File: src/rtl/ecc_scrub_sched.sv
// Scrub scheduler for one cache bank: paces scrubber steps, forces a scrub slot
// when host traffic starves the scrubber, and keeps error counters and a sticky IRQ.
module ecc_scrub_sched #(
    parameter int BankSize      = 256,
    parameter int SetAssoc      = 2,
    parameter int IntervalWidth = 16,
    parameter int MaxStall      = 64,
    parameter int CntWidth      = 16
) (
    input  logic                     clk_i,
    input  logic                     rst_ni,
    input  logic                     enable_i,
    input  logic [IntervalWidth-1:0] interval_i,
    input  logic                     clear_i,
    input  logic                     host_req_i,
    input  logic                     step_done_i,
    input  logic                     corrected_i,
    input  logic                     uncorrectable_i,
    output logic                     scrub_trigger_o,
    output logic                     host_stall_o,
    output logic                     sweep_done_o,
    output logic [CntWidth-1:0]      corr_cnt_o,
    output logic [CntWidth-1:0]      uncorr_cnt_o,
    output logic                     uncorr_irq_o
);

    // state | meaning
    // IDLE  | scrubbing disabled, trigger low
    // WAIT  | counting down the inter-step interval
    // SCRUB | step in progress, host traffic may still win arbitration
    // FORCE | step in progress, host stalled until the step ends

    localparam int Steps  = BankSize * SetAssoc;
    localparam int StepW  = (Steps > 1) ? $clog2(Steps) : 1;
    localparam int StallW = $clog2(MaxStall + 1);
    localparam logic [StepW-1:0]  LastStep  = StepW'(Steps - 1);
    localparam logic [StallW-1:0] StallLast = StallW'(MaxStall - 1);

    typedef enum logic [1:0] {IDLE, WAIT, SCRUB, FORCE} state_t;

    state_t                   state_q, state_d;
    logic [IntervalWidth-1:0] wait_cnt_q, wait_cnt_d;
    logic [StallW-1:0]        stall_cnt_q, stall_cnt_d;
    logic [StepW-1:0]         step_cnt_q;
    logic                     step_accept;

    always_ff @(posedge clk_i or negedge rst_ni) begin
        if (!rst_ni) begin
            state_q     <= IDLE;
            wait_cnt_q  <= '0;
            stall_cnt_q <= '0;
        end else begin
            state_q     <= state_d;
            wait_cnt_q  <= wait_cnt_d;
            stall_cnt_q <= stall_cnt_d;
        end
    end

    always_comb begin
        state_d     = state_q;
        wait_cnt_d  = wait_cnt_q;
        stall_cnt_d = stall_cnt_q;
        step_accept = 1'b0;
        case (state_q)
            IDLE: begin
                if (enable_i) begin
                    state_d    = WAIT;
                    wait_cnt_d = interval_i;
                end
            end
            WAIT: begin
                if (!enable_i) begin
                    state_d = IDLE;
                end else if (wait_cnt_q == '0) begin
                    state_d = SCRUB;
                end else begin
                    wait_cnt_d = wait_cnt_q - IntervalWidth'(1);
                end
            end
            SCRUB, FORCE: begin
                if (step_done_i) begin
                    step_accept = 1'b1;
                    stall_cnt_d = '0;
                    if (enable_i) begin
                        state_d    = WAIT;
                        wait_cnt_d = interval_i;
                    end else begin
                        state_d = IDLE;
                    end
                end else if (state_q == SCRUB && host_req_i) begin
                    // The MaxStall-th blocked cycle hands the next slot to the scrubber.
                    if (stall_cnt_q == StallLast) begin
                        state_d = FORCE;
                    end else begin
                        stall_cnt_d = stall_cnt_q + StallW'(1);
                    end
                end
            end
            default: state_d = IDLE;
        endcase
    end

    assign scrub_trigger_o = (state_q == SCRUB) || (state_q == FORCE);
    assign host_stall_o    = (state_q == FORCE);

    always_ff @(posedge clk_i or negedge rst_ni) begin
        if (!rst_ni) begin
            step_cnt_q   <= '0;
            sweep_done_o <= 1'b0;
        end else begin
            sweep_done_o <= 1'b0;
            if (step_accept) begin
                if (step_cnt_q == LastStep) begin
                    step_cnt_q   <= '0;
                    sweep_done_o <= 1'b1;
                end else begin
                    step_cnt_q <= step_cnt_q + StepW'(1);
                end
            end
        end
    end

    // A new event in the same cycle as clear_i survives the clear.
    always_ff @(posedge clk_i or negedge rst_ni) begin
        if (!rst_ni) begin
            corr_cnt_o   <= '0;
            uncorr_cnt_o <= '0;
            uncorr_irq_o <= 1'b0;
        end else begin
            if (clear_i) begin
                corr_cnt_o   <= CntWidth'(corrected_i);
                uncorr_cnt_o <= CntWidth'(uncorrectable_i);
            end else begin
                if (corrected_i && (corr_cnt_o != '1)) begin
                    corr_cnt_o <= corr_cnt_o + CntWidth'(1);
                end
                if (uncorrectable_i && (uncorr_cnt_o != '1)) begin
                    uncorr_cnt_o <= uncorr_cnt_o + CntWidth'(1);
                end
            end
            if (uncorrectable_i) begin
                uncorr_irq_o <= 1'b1;
            end else if (clear_i) begin
                uncorr_irq_o <= 1'b0;
            end
        end
    end

endmodule

File: config.mk
export PLATFORM = sky130hd
export DESIGN_NAME = ecc_scrub_sched
export DESIGN_NICKNAME = d
export VERILOG_FILES = /design/src/rtl/ecc_scrub_sched.sv
export SDC_FILE = /design/constraint.sdc
export NUM_CORES = 1
export LEC_CHECK = 0
export CAP_MARGIN = 20
export CORE_ASPECT_RATIO = 0.5
export CORE_MARGIN = 1
export CORE_UTILIZATION = 40
export CTS_BUF_LIST = sky130_fd_sc_hd__clkbuf_16
export DETAILED_ROUTE_END_ITERATION = 10
export REMOVE_ABC_BUFFERS = 1
export SETUP_SLACK_MARGIN = 0.05
export SYNTH_ARGS = -nofsm -noshare
export SYNTH_HDL_FRONTEND = slang
export SYNTH_SLANG_ARGS = --single-unit
File: constraint.sdc
create_clock -name clk_i -period 6.1 [get_ports clk_i]
set_input_delay 1.22 -clock clk_i [delete_from_list [all_inputs] [get_ports clk_i]]
set_output_delay 1.22 -clock clk_i [all_outputs]
set_load 0.05 [all_outputs]
# == After elaboration in Yosys (flattened, before gate mapping) ==
# Index checks and enable logic that the tools add are counted.
# W data, S select, Z words.
# word_totals
register_bits,68
inputBits,24
output_inout_bits,36
# op_classes
addsub,5
n_eq_ne,15
n_mux,27
n_reduce_logical,14
# op_table
op,count
$mux W16,8
$pmux W16 S3,1
$add A16 B1 Y16 const B,2
$ne A16 B16 Y1 const B,2
$mux W7,3
$logic_not A16 Y1,1
$sub A16 B1 Y16 const B,1
$mux W2,6
$ne A2 B2 Y1 const B,5
$add A9 B1 Y9 const B,1
$eq A9 B9 Y1 const B,1
$mux W9,1
$ne A3 B3 Y1 const B,3
$reduce_bool A2 Y1,4
$add A7 B1 Y7 const B,1
$eq A7 B6 Y1 const B,1
$mux W1,7
$pmux W2 S3,1
$reduce_and A3 Y1,2
$eq A2 B2 Y1 const B,2
$reduce_and A4 Y1,1
$logic_and A1 B1 Y1,3
$eq A2 B1 Y1 const B,1
$logic_not A2 Y1,1
other kinds (2),2

# == Longest topological paths before layout ==
# depth
ltp_word,5
ltp_mapped,8

# == Worst setup path after synthesis ==
# OpenSTA, ideal clock, no wires.
# synth_path
kind,input-to-reg
startpoint,in step_done_i
endpoint,reg wait_cnt_q[12]
setup_ns,0.077
arrival_time_ns,2.294
required_ns,6.023
path_slack_ns,3.728
stages,6
path_cell_list,clkbuf_1 > nand2b_1 > nand2_1 > a21oi_1 > o21ai_0 > a21oi_1
# synth_between
elab_chain_cells,2
# synth_rtl
item,line_no,rtl
from (decl),16,"input logic step_done_i,"
$ne A2 B2 Y1 (no line),-,
$reduce_and A3 Y1 (no line),-,
to (signal assigned),54,wait_cnt_q <= wait_cnt_d;
to (decl),42,"logic [IntervalWidth-1:0] wait_cnt_q, wait_cnt_d;"
# No other way between the ends.
# A chain may end at the register's enable or synchronous reset.

# == Worst setup path after layout ==
# layout_path
startpoint,reg state_q[1]
endpoint,out host_stall_o
# layout_between
elab_chain_cells,1
# layout_rtl
item,line_no,rtl
from (decl),41,"state_t state_q, state_d;"
from (signal assigned),53,state_q <= state_d;
$eq A2 B2 Y1,104,assign host_stall_o = (state_q == FORCE);
to (decl),20,"output logic host_stall_o,"
# No other way between the ends.

==> flow_summary.yaml <==
sta:
  final_hold_viol_count: 0
  tns_ps: 0
  fin_crit_ps: 3124
  fin_crit_sh_pct: 51.22
  setup_viol: 0
  slew_viol_final: 0
  skew_ps: 4.600
  slew_headroom_pct: 40.13
  rsz0062_at_grt: "false"
  timing.fmax_ghz: 0.3201
  tightestPinTransition_ps: 898.0
critical_path:
  cp-end-kind: "primary output"
  required_ps: 4880
  critPathKind: "flop to primary output"
  regToRegSetupSlack_ps: 3650
  timing.rr.start: "wait_cnt_q[0]"
  crit_arrival_ps: 1900
  cp-start-kind: "flop"
  r2r_end: "wait_cnt_q[2]"
  worstPathMaxFanout: 15
  ff2ff_path_depth: 7
detailed_routing:
  route.vias.total: 3353
  vias_per_cell: 5.551
  drtPass1Iterations: 4
  wirelength_mm: 8.914
  postRouteAntennaNets: 0
  detail_route.wl_per_cell_um: 14.76
  drt-initial-drc-count: 188
  route.detailed.drc: 0
clocking:
  clk_path_buf_depth: 2
  post_cts_buffers: 0
  ctsHoldBuffers: 0
  cts.clk_slew.worst_paths_ps: 60
  cts-resized-gates: 0
  tritoncts: "yes"
  clk_latency_ps: 330
  cts_sinks: 68
  root_buffer: "clkbuf_16"
  numCtsBuffers: 9
  h-tree-depth: 3
synthesis:
  ys_types: 51
  synth.yosys.warnings: 0
  async_flop_share_pct: 100.0
  synth_edf_count: 0
  ys_seq_elements: 68
  synthFlopType: "dfrtp_1"
  seq_area_frac_synth_pct: 44.75
  syn_avg_cell_area_sq_um: 8.947
  syn_area_sq_um: 3802
  syn_inst: 425
floorplanning:
  dieHeight_um: 70.94
  start_util_pct: 42.49
  rows: 24
  dieArea_sq_um: 9923
  die_x_um: 139.9
  core_sq_um: 8949
  io_pins: 60
global_route:
  grt_pass1_wl_mm: 15.81
  grt_pass1_vias: 3264
  grt_start_max_net_pins: 69
  grtUsageTotal_pct: 19.84
  antenna_found_initial: 0
  grt_overflow: 0
finish:
  final_cells: 604
  diodes: 0
  n_fill_cell: 846
  drive_above_1_share_pct: 5.339
  final_nets: 512
  syn2layout_area_growth_pct: 27.18
  utilization_pct: 54.04
hold_path:
  whs_endpoint: "step_cnt_q[7]"
  worstHoldPathType: "flop to flop"
  hold_depth: 1
  hold_start: "step_cnt_q[7]"
place:
  dpl.hpwl_mm: 6.178
  place.port_buffers: 59
  gp_congestion: 0.7994
  dp.cells: 587
power_and_ir_drop:
  irDropWorstVdd_mv: 0.1536
  pwr_density_cell_nw_per_um2: 254.1
  power.leakage_nw: 1.992
flow_run:
  cap_violations: 0
outcome:
  status: "complete, no violations"
[registers in the layout, summed over array words and instances, names as in the netlist]
register,count
corr_cnt_o,16
sweep_done_o,1
state_q,2
uncorr_cnt_o,16
uncorr_irq_o,1
stall_cnt_q,7
step_cnt_q,9
wait_cnt_q,16
[how the worst max path moves through the flow]
stage	from	slack (ps)	endpoint
2_1_floorplan	state_q[1]	3590	host_stall_o
3_3_place_gp	step_done_i	2760	wait_cnt_q[12]
3_5_place_dp	step_done_i	2700	wait_cnt_q[12]
4_1_cts	state_q[1]	2970	host_stall_o
5_1_grt	step_done_i	2830	wait_cnt_q[10]
6_report	state_q[1]	2980	host_stall_o
[placed cells by master (no fill, tap or decap), types with 4 or more instances in the layout]
cell type / synthesis / layout
and2_1: 7 / 7
or4_1: 4 / 4
o21ai_0: 36 / 36
nand2b_1: 5 / 5
clkbuf_16: 0 / 9
a21oi_1: 19 / 19
clkdlybuf4s50_1: 0 / 58
ha_1: 6 / 6
inv_1: 18 / 18
nand3_1: 18 / 18
xor2_1: 10 / 10
nand4_1: 10 / 10
nor3_1: 16 / 16
o22ai_1: 4 / 4
xnor2_1: 12 / 12
and3_1: 10 / 10
or3_1: 6 / 6
a22o_1: 5 / 5
and4_1: 6 / 6
nand2_1: 31 / 31
dfrtp_1: 68 / 68
o31ai_1: 4 / 4
mux2i_1: 6 / 6
nor2_1: 50 / 50
nor4_1: 6 / 6
a31oi_1: 6 / 6
[metal layers]
layer	up-vias	part of all wire [%]	track usage [%]
met4	0	0.65	3.663
met1	1613	53	28.26
met5	-	0	0
met3	7	3.0	5.146
li1	1677	-	-
met2	56	44	30.72
[layout make-up]
type,count,area (sq um),share of cell area [%]
multi-input cells,323,1972,40.78
flip-flops and latches,68,1702,35.19
repair buffers,62,608.1,12.57
clock buffers,9,225.2,4.657
well taps,117,146.4,3.027
clock inverters,7,115.1,2.380
inverters,18,67.56,1.397
[cells in the mapped netlist, drive strengths merged, types with 6 or more instances]
library cell	n	area [sq um]
nand4	10	62.56
or4	6	52.55
a21oi	19	95.09
o21ai	36	180.2
and2	7	43.79
a31oi	6	37.54
clkbuf	14	52.55
and3	10	62.56
xnor2	12	105.1
ha	6	75.07
or3	6	37.54
nor2	51	193.9
and4	6	52.55
dfrtp	68	1702
inv	18	67.56
nand3	18	90.09
nand2	31	116.4
mux2i	6	60.06
nor3	16	80.08
xor2	10	87.58
nor4	7	58.81
[logic make-up after synthesis]
logic type	Yosys count	synth area share, %
DFF	68	44.75
AOI/OAI and AO/OA	106	18.03
muxes	6	1.580
buffers and inverters	34	3.389
and+or+nand+nor	183	25.21
xor gates and xnor gates	22	5.067
adders and majority gates	6	1.974
[power by group]
part / switching [mW] / internal (mW)
Clock: 0.194 / 0.397
Sequential: 0.0274 / 0.473
Combinational: 0.0817 / 0.0560
[critical path, stage by stage, from the launching register on]
cell	delay, ps
dfrtp_1	590
and2_1	190
clkdlybuf4s50_1	800
[through the flow]
step	hold WS, ps	total power [mW]	cell area (sq um)	worst slack [ps]
after floorplan	440.5	0.5831	3741	3592
after global placement	464.9	0.6437	4488	2764
after detailed placement	466.9	0.6446	4488	2696
after CTS	491.1	1.241	4828	2966
after global routing	509.3	1.284	4836	2827
final	489.1	1.229	4836	2976
Power figures use the tool's default switching activity.
